**config.mk**
```make
export PLATFORM = sky130hd
export DESIGN_NAME = mem_issue_queue
export DESIGN_NICKNAME = d
export VERILOG_FILES = /design/src/rtl/mem_issue_queue_pkg.sv /design/src/rtl/mem_issue_queue_sync_fifo.sv /design/src/rtl/mem_issue_queue.sv
export SDC_FILE = /design/constraint.sdc
export NUM_CORES = 1
export LEC_CHECK = 0
export ABC_CLOCK_PERIOD_IN_PS = 4000
export BUFFER_PORTS_ARGS = -buffer_cell sky130_fd_sc_hd__buf_2
export CAP_MARGIN = 15
export CORE_MARGIN = 2
export CORE_UTILIZATION = 52
export CTS_CLUSTER_SIZE = 10
export DETAILED_ROUTE_END_ITERATION = 10
export PLACE_DENSITY_LB_ADDON = 0.05
export SYNTH_ARGS = -nofsm -noshare
export SYNTH_HDL_FRONTEND = slang
export SYNTH_SLANG_ARGS = --single-unit
```
**constraint.sdc**
```tcl
create_clock -name clock -period 4 [get_ports clock]
set_input_delay 0.6 -clock clock [delete_from_list [all_inputs] [get_ports clock]]
set_output_delay 0.6 -clock clock [all_outputs]
set_load 0.1 [all_outputs]
```
**src/rtl/mem_issue_queue_pkg.sv**
```systemverilog
// Shared core types for the memory issue path: micro-op layout, functional-unit
// codes, memory access enums and the queue/hold payload record.
package mem_issue_queue_pkg;

    localparam int MEMQ_DEPTH = 4;

    typedef enum logic [1:0] {
        FU_ALU = 2'd0,
        FU_MEM = 2'd1,
        FU_BRU = 2'd2,
        FU_MUL = 2'd3
    } fu_code_t;

    typedef enum logic {
        MEM_LD = 1'b0,
        MEM_ST = 1'b1
    } mem_type_t;

    typedef enum logic [1:0] {
        MEM_B = 2'd0,
        MEM_H = 2'd1,
        MEM_W = 2'd2,
        MEM_D = 2'd3
    } mem_size_t;

    typedef struct packed {
        logic       valid;
        fu_code_t   fu_code;
        mem_type_t  mem_type;
        mem_size_t  mem_size;
        logic [4:0] rd;
        logic [31:0] imm;
    } micro_op_t;

    // One queued entry and, identically, the issue hold register.
    typedef struct packed {
        micro_op_t   uop;
        logic [31:0] in1;
        logic [31:0] in2;
    } mem_entry_t;

    typedef enum logic [1:0] {
        IDLE  = 2'd0,
        ISSUE = 2'd1,
        WAIT  = 2'd2
    } issue_state_t;

endpackage

```
**src/rtl/mem_issue_queue_sync_fifo.sv**
```systemverilog
// Circular-buffer FIFO with push/pop/flush and an occupancy count; the head
// entry is read combinationally so a consumer can capture it in the same cycle.
module sync_fifo #(
    parameter int WIDTH = 8,
    parameter int DEPTH = 4
) (
    input  logic                   clock,
    input  logic                   reset,
    input  logic                   flush,
    input  logic                   push,
    input  logic [WIDTH-1:0]       push_data,
    input  logic                   pop,
    output logic [WIDTH-1:0]       head_data,
    output logic [$clog2(DEPTH):0] count
);

    localparam int PW = $clog2(DEPTH);

    logic [WIDTH-1:0] mem_reg [DEPTH];
    logic [PW-1:0]    wr_ptr_reg;
    logic [PW-1:0]    rd_ptr_reg;
    logic [PW:0]      count_reg;

    always_ff @(posedge clock) begin
        if (push) begin
            mem_reg[wr_ptr_reg] <= push_data;
        end
    end

    // Pointers wrap naturally at DEPTH since DEPTH is a power of two.
    always_ff @(posedge clock) begin
        if (reset || flush) begin
            wr_ptr_reg <= '0;
            rd_ptr_reg <= '0;
            count_reg  <= '0;
        end else begin
            if (push) begin
                wr_ptr_reg <= wr_ptr_reg + 1'b1;
            end
            if (pop) begin
                rd_ptr_reg <= rd_ptr_reg + 1'b1;
            end
            count_reg <= count_reg + {{PW{1'b0}}, push} - {{PW{1'b0}}, pop};
        end
    end

    assign head_data = mem_reg[rd_ptr_reg];
    assign count     = count_reg;

endmodule

```
**src/rtl/mem_issue_queue.sv**
```systemverilog
// In-order memory issue queue: FIFO of memory micro-ops feeding a single-issue
// FSM whose hold register presents one op to the memory pipe until it frees up.
module mem_issue_queue
    import mem_issue_queue_pkg::*;
#(
    parameter int DEPTH = MEMQ_DEPTH
) (
    input  logic                   clock,
    input  logic                   reset,
    input  logic                   flush,
    input  micro_op_t              in_uop,
    input  logic [31:0]            in_rs1,
    input  logic [31:0]            in_rs2,
    output logic                   in_ready,
    output micro_op_t              out_uop,
    output logic [31:0]            out_in1,
    output logic [31:0]            out_in2,
    input  logic                   pipe_busy,
    output logic [$clog2(DEPTH):0] count
);

    localparam int CW = $clog2(DEPTH) + 1;
    localparam logic [CW-1:0] DEPTH_C = CW'(DEPTH);

    issue_state_t state_reg, state_next;
    logic         wait_first_reg, wait_first_next;
    mem_entry_t   hold_reg, hold_next;
    mem_entry_t   head_entry;
    mem_entry_t   push_entry;
    logic         push;
    logic         pop;
    logic         has_entry;

    // Readiness uses only the registered count; a same-cycle pop never frees a slot.
    assign in_ready   = (count < DEPTH_C);
    assign push       = in_uop.valid && (in_uop.fu_code == FU_MEM) && in_ready && !flush;
    assign push_entry = '{uop: in_uop, in1: in_rs1, in2: in_rs2};
    assign has_entry  = (count != '0);

    sync_fifo #(
        .WIDTH ($bits(mem_entry_t)),
        .DEPTH (DEPTH)
    ) u_fifo (
        .clock     (clock),
        .reset     (reset),
        .flush     (flush),
        .push      (push),
        .push_data (push_entry),
        .pop       (pop),
        .head_data (head_entry),
        .count     (count)
    );

    always_ff @(posedge clock) begin
        if (reset) begin
            state_reg      <= IDLE;
            wait_first_reg <= 1'b0;
            hold_reg       <= '0;
        end else begin
            state_reg      <= state_next;
            wait_first_reg <= wait_first_next;
            hold_reg       <= hold_next;
        end
    end

    always_comb begin
        state_next      = state_reg;
        wait_first_next = 1'b0;
        pop             = 1'b0;
        hold_next       = hold_reg;
        case (state_reg)
            IDLE: begin
                if (has_entry && !pipe_busy && !flush) begin
                    pop        = 1'b1;
                    hold_next  = head_entry;
                    state_next = ISSUE;
                end
            end
            ISSUE: begin
                // The op is already on the pipe, so a flush here still waits it out.
                state_next      = WAIT;
                wait_first_next = 1'b1;
            end
            WAIT: begin
                // Busy only becomes meaningful one cycle after the valid pulse.
                if (!wait_first_reg && !pipe_busy) begin
                    if (has_entry && !flush) begin
                        pop        = 1'b1;
                        hold_next  = head_entry;
                        state_next = ISSUE;
                    end else begin
                        state_next = IDLE;
                    end
                end
            end
            default: state_next = IDLE;
        endcase
    end

    always_comb begin
        out_uop       = hold_reg.uop;
        out_uop.valid = (state_reg == ISSUE);
    end

    assign out_in1 = hold_reg.in1;
    assign out_in2 = hold_reg.in2;

endmodule

```
After elaboration in Yosys (flattened, before gate mapping) --
Memory sizes are Yosys's and may differ from the RTL's. A register that Yosys moved wholly into a read port is not among the register bits. Index checks and enable logic that the tools add are counted.
Cells by class: $add $sub $neg 4, magnitude comparators 1, equality and inequality tests 6, multiplexer cells 17, reduce and logical (&&, ||, !) cells 16
Operators by type and width (number):
- $mux 106 | 3
- $pmux 106 s2 | 1
- $mux 2 | 4
- $logic_and 1x1->1 | 7
- $mux 1 | 7
- $ne 2x2->1 const B | 3
- $pmux 2 s3 | 1
- $add 2x1->2 const B | 2
- $eq 2x1->1 const B | 2
- $reduce_and 4->1 | 1
- $add 3x1->3 | 1
- $logic_not 1->1 | 3
- $lt 3x3->1 const B | 1
- $reduce_bool 3->1 | 1
- $sub 3x1->3 | 1
- $eq 2x2->1 const B | 1
- $logic_not 2->1 | 1
- $pmux 1 s2 | 1
- $reduce_and 2->1 | 1
- $reduce_bool 2->1 | 1
- $logic_or 1x1->1 | 1
Word-level totals: bits in registers 116, memory bits (writable) 428, bits of input ports 111, memories 1
Memory list:
- u_fifo.mem_reg | words 4, width 107, read ports 1, clocked after memory_dff 1, write ports 1, RTL line mem_issue_queue_sync_fifo.sv:19 | logic [WIDTH-1:0] mem_reg [DEPTH];

Depth between registers and ports, before layout --
Gate-level depths: netlist of the first run.
depth after elaboration 7, gate-level depth with buffers 10, depth with buffers taken out 10

Modules after synthesis --
Synthesis of the first run repeated with hierarchy kept, for this count alone.
Unflattened totals: cells, all modules 1079, area total of the unflattened synthesis 20698.6 um^2
By module, submodules not included:
- sync_fifo | times used 1, cells each 603, area an instance 15849.0 um^2
- mem_issue_queue | times used 1, cells each 476, area an instance 4849.7 um^2

Worst setup path before layout of the first run --
No wires, ideal clock.
kind register -> register, start point register u_fifo.count_reg[2] (netlist: u_fifo.count[2]), end point memory u_fifo.mem_reg[0][0] (netlist bit), enable pin, data arrival time 3.897 ns, setup slack -0.375 ns, cell stages (with the launch flop) 3, period minus slack after synthesis 4.375 ns, cells stage by stage dfxtp_1 -> nor4bb_1 -> and3_1
Between the ends: longest elaborated chain between the ends 5
RTL lines:
- start: declaration | RTL line mem_issue_queue_sync_fifo.sv:22 | logic [PW:0] count_reg;
- start signal: assignment | RTL line mem_issue_queue_sync_fifo.sv:43 | count_reg <= count_reg + {{PW{1'b0}}, push} - {{PW{1'b0}}, pop};
- $lt 3x3->1 | RTL line mem_issue_queue.sv:35 | assign in_ready = (count < DEPTH_C);
- $logic_and 1x1->1 (2 in a row) | RTL line mem_issue_queue.sv:36 | assign push = in_uop.valid && (in_uop.fu_code == FU_MEM) && in_ready && !flush;
- $mux 1 | RTL line mem_issue_queue_sync_fifo.sv:25 | if (push) begin
- $mux 1 (implied by the code) | RTL line mem_issue_queue_sync_fifo.sv:26 | mem_reg[wr_ptr_reg] <= push_data;
- end: declaration | RTL line mem_issue_queue_sync_fifo.sv:19
Every way passes these cells.

Final worst setup path of the first run --
start point register wait_first_reg, end point register u_fifo.count_reg[2] (netlist: u_fifo.count[2])
Between the ends: longest elaborated chain between the ends 5
RTL lines:
- start: declaration | RTL line mem_issue_queue.sv:26 | logic wait_first_reg, wait_first_next;
- start signal: assignment | RTL line mem_issue_queue.sv:61 | wait_first_reg <= wait_first_next;
- $logic_not 1->1 | RTL line mem_issue_queue.sv:86 | if (!wait_first_reg && !pipe_busy) begin
- $logic_and 1x1->1 | RTL line mem_issue_queue.sv:86
- $mux 1 | RTL line mem_issue_queue.sv:86
- $pmux 1 s2 | RTL line mem_issue_queue.sv:71 | case (state_reg)
- named net pop | RTL line mem_issue_queue.sv:31 | logic pop;
- $sub 3x1->3 | RTL line mem_issue_queue_sync_fifo.sv:43
The timed path passes the listed nets, and every way through them passes these cells. A chain may end at the register's enable or synchronous reset.

==> results of run 1 <==
-- worst reg2reg max path, delay by kind of cell (launching register included) --
kind                       cells  cell delay [ns]
adders and majority gates      3             0.78
AOI/OAI and AO/OA              1             0.37
DFF                            1             0.32
xor gates and xnor gates       2             0.31
and+or+nand+nor                2             0.26
buffers and inverters          2             0.11
-- area by class of cell --
type,count,area share (%)
Clock inverter,1,0.133
Sequential cell,542,67.0
Antenna cell,4,0.0444
Tap cell,468,2.60
Multi-Input combinational cell,256,16.3
Timing Repair Buffer,241,6.12
Inverter,11,0.183
Clock buffer,108,7.60
-- Yosys cell counts (2+ instances only) --
master and count:
a22o_1 106, edfxtp_1 424, dfxtp_1 118, nand3_1 3, inv_1 11, nor2_1 5
o21ai_0 3, buf_2 23, buf_4 7, a21oi_1 6, mux4_2 106, clkbuf_1 16
ha_1 6, xnor2_1 2, and3_1 4
-- per-stage QoR --
step	power [mW]	setup WS, ns	std cells	hold slack [ns]	util (%)
2_1_floorplan	6.35	0.824	857	0.453	-
3_3_place_gp	6.47	0.948	1517	0.455	57.2
3_5_place_dp	6.48	0.938	1517	0.458	57.2
4_1_cts	11.4	1.31	1626	0.175	62.0
5_1_grt	11.6	1.56	1628	0.198	62.0
6_report	11.3	1.73	1631	0.214	62.0
-- layout by cell type, fill, tap and decap left out, types with 2 or more instances in the layout --
master,netlist,layout
buf_2,23,222
a22o_1,106,106
clkbuf_1,16,46
clkbuf_16,0,61
dfxtp_4,0,2
ha_1,6,6
buf_4,7,9
nor2_1,5,5
mux4_2,106,106
nand3_1,3,3
buf_12,0,10
inv_1,11,11
o21ai_0,3,3
a21oi_1,6,6
dfxtp_1,118,116
edfxtp_1,424,424
diode_2,0,4
and3_4,0,4
xnor2_1,2,2
-- per-layer routing --
metal | vias to the layer above | part of all wire (%) | global-route usage [%]
li1 | 4108 | - | -
met2 | 255 | 48 | 31.8
met3 | 65 | 6.3 | 4.73
met5 | - | 0.094 | 0
met1 | 4724 | 43 | 27.3
met4 | 6 | 2.4 | 6.79
-- worst paths after layout --
path         cells after the start                         endpoint                       from
max reg2reg                     10       u_fifo.count[2]$_SDFF_PP0_  wait_first_reg$_SDFF_PP0_
max                             10       u_fifo.count[2]$_SDFF_PP0_  wait_first_reg$_SDFF_PP0_
min reg2reg                      1          out_in2[6]$_SDFFE_PP0P_    out_in2[6]$_SDFFE_PP0P_
min                              1  u_fifo.mem_reg[0][66]$_DFFE_PP_                  in_uop[2]
-- cell families after synthesis --
| group | after synthesis |
|---|---|
| compound gates | 120 |
| xor+xnor | 2 |
| fa+ha+maj | 7 |
| buf+inv | 59 |
| flops | 542 |
| mux | 106 |
| simple gates | 21 |
-- power breakdown --
group	switching [mW]	total (mW)	internal [mW]
clock	1.99	4.90	2.91
sequential	0.0101	6.11	6.10
combinational	0.170	0.252	0.0813
==> reports/metrics.csv, run 1 <==
metric,value,unit
ioPinCount,222,
hold_viol,0,
cts_made_buffers,60,
slew_viol_final,0,
postSynthAreaPerCell,22.2,um2
maxSlewHeadroom,36.0,%
regArea,0.0151,mm2
worst_ir_drop_vdd,0.392,mV
drtIter0Drc,521,
endpoint_kind,register,
htreeDepth,2,
cpMaxStageDelayCell,fa_1,
max_freq,0.441,GHz
finalNetCount,1230,
clk_latency,0.60,ns
fin_skew,0.0245,ns
synthMuxAreaShare,12.5,%
via_per_inst,5.61,
synth_compound_area_share,5.39,%
critPathKind,reg2reg,
die_x,195,um
drc,0,
clkSlewWorstSetupHoldPaths,0.06,ns
grt_pass1_vias,9522,
fin_crit,2.27,ns
drive_above_1_share,36.2,%
synth_top_area_cell,edfxtp_1,
yosysTopAreaCellShare,66.9,%
via_count,9158,
status,"complete, no violations",
yosysUniqueCellTypes,32,
grt_max_degree,74,
crit_buf_inv,2,
core_area,0.0363,mm2
r2r_slack,1.73,ns
fin_area,0.0225,mm2
synthTopCellsByArea,"edfxtp_1 (67%), mux4_2 (13%), dfxtp_1 (12%)",
ys_warn_count,0,
synth_fa_ha_area_share,0.499,%
dpl_cell_area,0.0208,mm2
ys_seq_area_share,79.3,%
synth_top_family_by_area,multiplexers,
clk_path_buf_depth,3,
period_share,56.6,%
initial_core_util,52.4,%
netlist_area,0.0190,mm2
row_count,70,
multi_input_area,0.00368,mm2
hp-class,in2reg,
synth-edff-count,424,
post_cts_buffers,0,
synth_seq_cells,542,
cts_tree,yes,
crit_arrival,2.73,ns
overflow,0,
worst-path-max-fanout,5,
port_buffers,221,
grt_antenna_before_repair,6,
cp.required,4.47,ns
rsz0062_at_grt,false,
fin_tns_setup,0,ns
gp_congestion,0.713,
tightest_slew,0.960,ns
routed_wl,37.3,mm
crit_chain,"a211o_1, nor3_1, ha_1, inv_1, ha_1, inv_1, fa_1, xnor2_1, xnor2_1, nor2_1",
largest_reg_flops,424,
clockRootBuffer,clkbuf_16,
crit_family,adder cells,
clkSinkCount,542,
p_leak,7.80,nW
ctsHoldBuffers,0,
grt_pass1_wl,56.7,mm
cts_resized,0,
ys_dominant_reg_cell,edfxtp_1,
syn_to_final_growth,18.4,%
yosys.area_share.simple,0.723,%
die_area,0.0382,mm2
detail_route.first_pass.iterations,5,
synthXorXnorAreaFrac,0.0920,%
max_stage_delay,0.40,ns
track_usage,19.9,%
synthArstFlopShare,0,%
finalSetupViolCount,0,
ant_nets,0,
wl_per_cell,22.9,um
syn_nets,975,
drv_cap,0,
fillers,2618,
hpwl,21.5,mm
die_h,195,um
synth_cells,857,
critPathLaunchType,register,
powerDensity,499,mW/mm2
No activity file was read; power rests on OpenSTA's default activity.
==> inputs of run 2 (changes only) <==
Settings changed: ABC_AREA from default to 1, ABC_CLOCK_PERIOD_IN_PS 4000 to 2100, CORE_UTILIZATION 52 to 55.
Clock period 4 ns to 2.1 ns, I/O delays scaled along.
==> run 2 against run 1 <==
Compared with the run above: final area up 14%; power grew 93%; routed wire length is 23% higher; synthesized area rose by 11%; highest routed layer unchanged; clock skew down 0.014 ns; global-route usage up 3.5 points.
==> reports/metrics.csv, run 2 <==
metric,value,unit,change
powerDensity,843,mW/mm2,was 499 mW/mm2
syn_nets,2104,,was 975
crit_arrival,2.51,ns,was 2.73 ns
fin_skew,0.0106,ns,was 0.0245 ns
synth_cells,1986,,was 857
synth_fa_ha_area_share,0.451,%,was 0.499%
ant_nets,0,,unchanged
cp.required,2.62,ns,was 4.47 ns
clk_path_buf_depth,3,,unchanged
final_cells,2875,,"was 1,631"
gp_congestion,0.836,,was 0.713
hpwl,25.1,mm,was 21.5 mm
worst-path-max-fanout,3,,was 5
hp-class,in2reg,,unchanged
ioPinCount,222,,unchanged
drive_above_1_share,14.9,%,was 36.2%
synth_seq_cells,542,,unchanged
fin_crit,1.99,ns,was 2.27 ns
wl_per_cell,16.0,um,was 22.9 um
synthMuxAreaShare,0,%,was 12.5%
cts_tree,yes,,unchanged
overflow,0,,unchanged
largest_reg_flops,424,,unchanged
finalWorstSetupSlack,0.112,ns,was 1.73 ns
ys_seq_area_share,71.7,%,was 79.3%
critPathLaunchType,register,,unchanged
synth-edff-count,424,,unchanged
drc,0,,unchanged
grt_max_degree,136,,was 74
clockRootBuffer,clkbuf_16,,unchanged
synth_top_area_cell,edfxtp_1,,unchanged
die_h,200,um,was 195 um
clkSinkCount,542,,unchanged
status,"complete, no violations",,unchanged
worst_ir_drop_vdd,0.697,mV,was 0.392 mV
synthArstFlopShare,0,%,unchanged
clkSlewWorstSetupHoldPaths,0.06,ns,about the same
preCtsSetupSlack,-0.151,ns,was 0.938 ns
grt_pass1_vias,13900,,"was 9,522"
ys_warn_count,0,,unchanged
row_count,71,,was 70
die_area,0.0399,mm2,was 0.0382 mm2
clk_latency,0.59,ns,was 0.60 ns
slew_viol_final,0,,unchanged
cts_made_buffers,60,,unchanged
yosysMostFrequentCell,nor2_1,,was edfxtp_1
via_count,14200,,"was 9,158"
endpoint_kind,register,,unchanged
grt_pass1_wl,72.4,mm,was 56.7 mm
synthXorXnorAreaFrac,0.0832,%,was 0.0920%
syn_to_final_growth,22.3,%,was 18.4%
hold_viol,0,,unchanged
yosysTopAreaCellShare,60.4,%,was 66.9%
final_common_cell,nor2_1,,was edfxtp_1
initial_core_util,55.9,%,was 52.4%
rsz0062_at_grt,false,,unchanged
critPathKind,reg2reg,,unchanged
htreeDepth,2,,unchanged
fin_tns_setup,0,ns,unchanged
synth_top_family_by_area,simple AND/OR/NAND/NOR gates,,was multiplexers
core_area,0.0377,mm2,was 0.0363 mm2
via_per_inst,4.95,,was 5.61
final_cell_mix,"nor2_1 (648), edfxtp_1 (424), nand2_1 (321), buf_2 (221), o21ai_0 (184)",,"was edfxtp_1 (424), buf_2 (222), dfxtp_1 (116), mux4_2 (106), a22o_1 (106)"
yosysUniqueCellTypes,23,,was 32
period_share,94.7,%,was 56.6%
yosys.area_share.simple,17.6,%,was 0.723%
ys_dominant_reg_cell,edfxtp_1,,unchanged
synthTopCellsByArea,"edfxtp_1 (60%), nor2_1 (12%), dfxtp_1 (11%)",,"was edfxtp_1 (67%), mux4_2 (13%), dfxtp_1 (12%)"
grt_antenna_before_repair,6,,unchanged
routed_wl,45.9,mm,was 37.3 mm
maxSlewHeadroom,51.0,%,was 36.0%
dp_cells,2653,,"was 1,517"
tightest_slew,0.735,ns,was 0.960 ns
max_freq,0.503,GHz,was 0.441 GHz
detail_route.first_pass.iterations,5,,unchanged
netlist_area,0.0211,mm2,was 0.0190 mm2
drv_cap,0,,unchanged
drtIter0Drc,749,,was 521
r2r_slack,0.11,ns,was 1.73 ns
netlist_top_cells_count,"nor2_1 (653), edfxtp_1 (424), nand2_1 (323), o21ai_0 (184), inv_1 (124)",,"was edfxtp_1 (424), dfxtp_1 (118), a22o_1 (106), mux4_2 (106), buf_2 (23)"
p_leak,10.6,nW,was 7.80 nW
port_buffers,221,,unchanged
track_usage,23.4,%,was 19.9%
finalSetupViolCount,0,,unchanged
postSynthAreaPerCell,10.6,um2,was 22.2 um2
finalNetCount,2429,,"was 1,230"
die_x,200,um,was 195 um
synth_compound_area_share,5.30,%,was 5.39%
## run 2: cell types whose count changed after synthesis, sizes merged, moves of 106 or more
cell and delta:
nor2 +648, nand2 +324, o21ai +212, inv +116, a22o -106, mux4 -106
## run 2: per-layer routing
| metal | track usage, % | share of wire [%] | vias to the layer above |
|---|---|---|---|
| li1 | - | - | 7125 |
| met2 | 41.8 | 50 | 295 |
| met4 | 6.50 | 1.9 | 2 |
| met1 | 29.5 | 43 | 6756 |
| met5 | 0 | 0.020 | - |
| met3 | 4.08 | 4.7 | 63 |
## run 2: cell type report
type / count / area (um2)
fill: 2930 / 11900
timing repair buffer: 368 / 2780
clock buffer: 109 / 1720
multi-input combinational: 1212 / 5000
clock inverter: 1 / 6.26
tap: 511 / 639
inverter: 127 / 485
sequential: 542 / 15100
antenna: 5 / 12.5
## run 2: what timing repair did
action,CTS,global route
setup endpoints to repair,1,1
endpoints found under the hold margin,423,0
hold buffers,106,0
pin swaps,1,4
buffers inserted,1,0
cloned,0,0
resized for setup,4,9
## run 2: where the power goes
part	switching, mW	internal, mW	total [mW]
registers	0.0229	11.6	11.6
clock network	3.83	5.43	9.26
logic	0.499	0.308	0.807
total	4.35	17.4	21.7
## run 2: cell families (layout without fill, tap and decap cells)
logic type	count (synthesis)	in the layout
simple gates	982	982
flops	542	542
buf+inv	232	605
compound gates	221	221
fa+ha+maj	7	7
xor+xnor	2	2
other cells	0	5
## run 2: per-stage QoR
step	hold WS (ns)	power (mW)	instance area, um2	utilization, %
floorplan	0.384	12.2	21100	-
global placement	0.493	12.5	22900	60.8
detailed placement	0.495	12.5	22900	60.8
CTS	0.000790	21.9	25700	68.3
global route	0.00267	22.4	25800	68.4
finish	0.0223	21.7	25800	68.4
## run 2: path summary, 6_finish.rpt
check / from / endpoint / depth (start not counted)
worst min-delay path: in_uop[40] / u_fifo.mem_reg[3][104]$_DFFE_PP_ / 1
worst max register to register: u_fifo.count[2]$_SDFF_PP0_ / u_fifo.count[2]$_SDFF_PP0_ / 11
worst max-delay path: u_fifo.count[2]$_SDFF_PP0_ / u_fifo.count[2]$_SDFF_PP0_ / 11
worst min register to register: out_in2[17]$_SDFFE_PP0P_ / out_in2[17]$_SDFFE_PP0P_ / 4
## run 2: critical path: stages, from the launching register on
cell,delay [ns]
dfxtp_4,0.34
nor2_1,0.18
a21oi_4,0.11
nand2_8,0.07
inv_2,0.03
ha_1,0.25
inv_1,0.06
ha_2,0.15
inv_1,0.04
fa_2,0.33
or2_4,0.25
a21oi_2,0.10
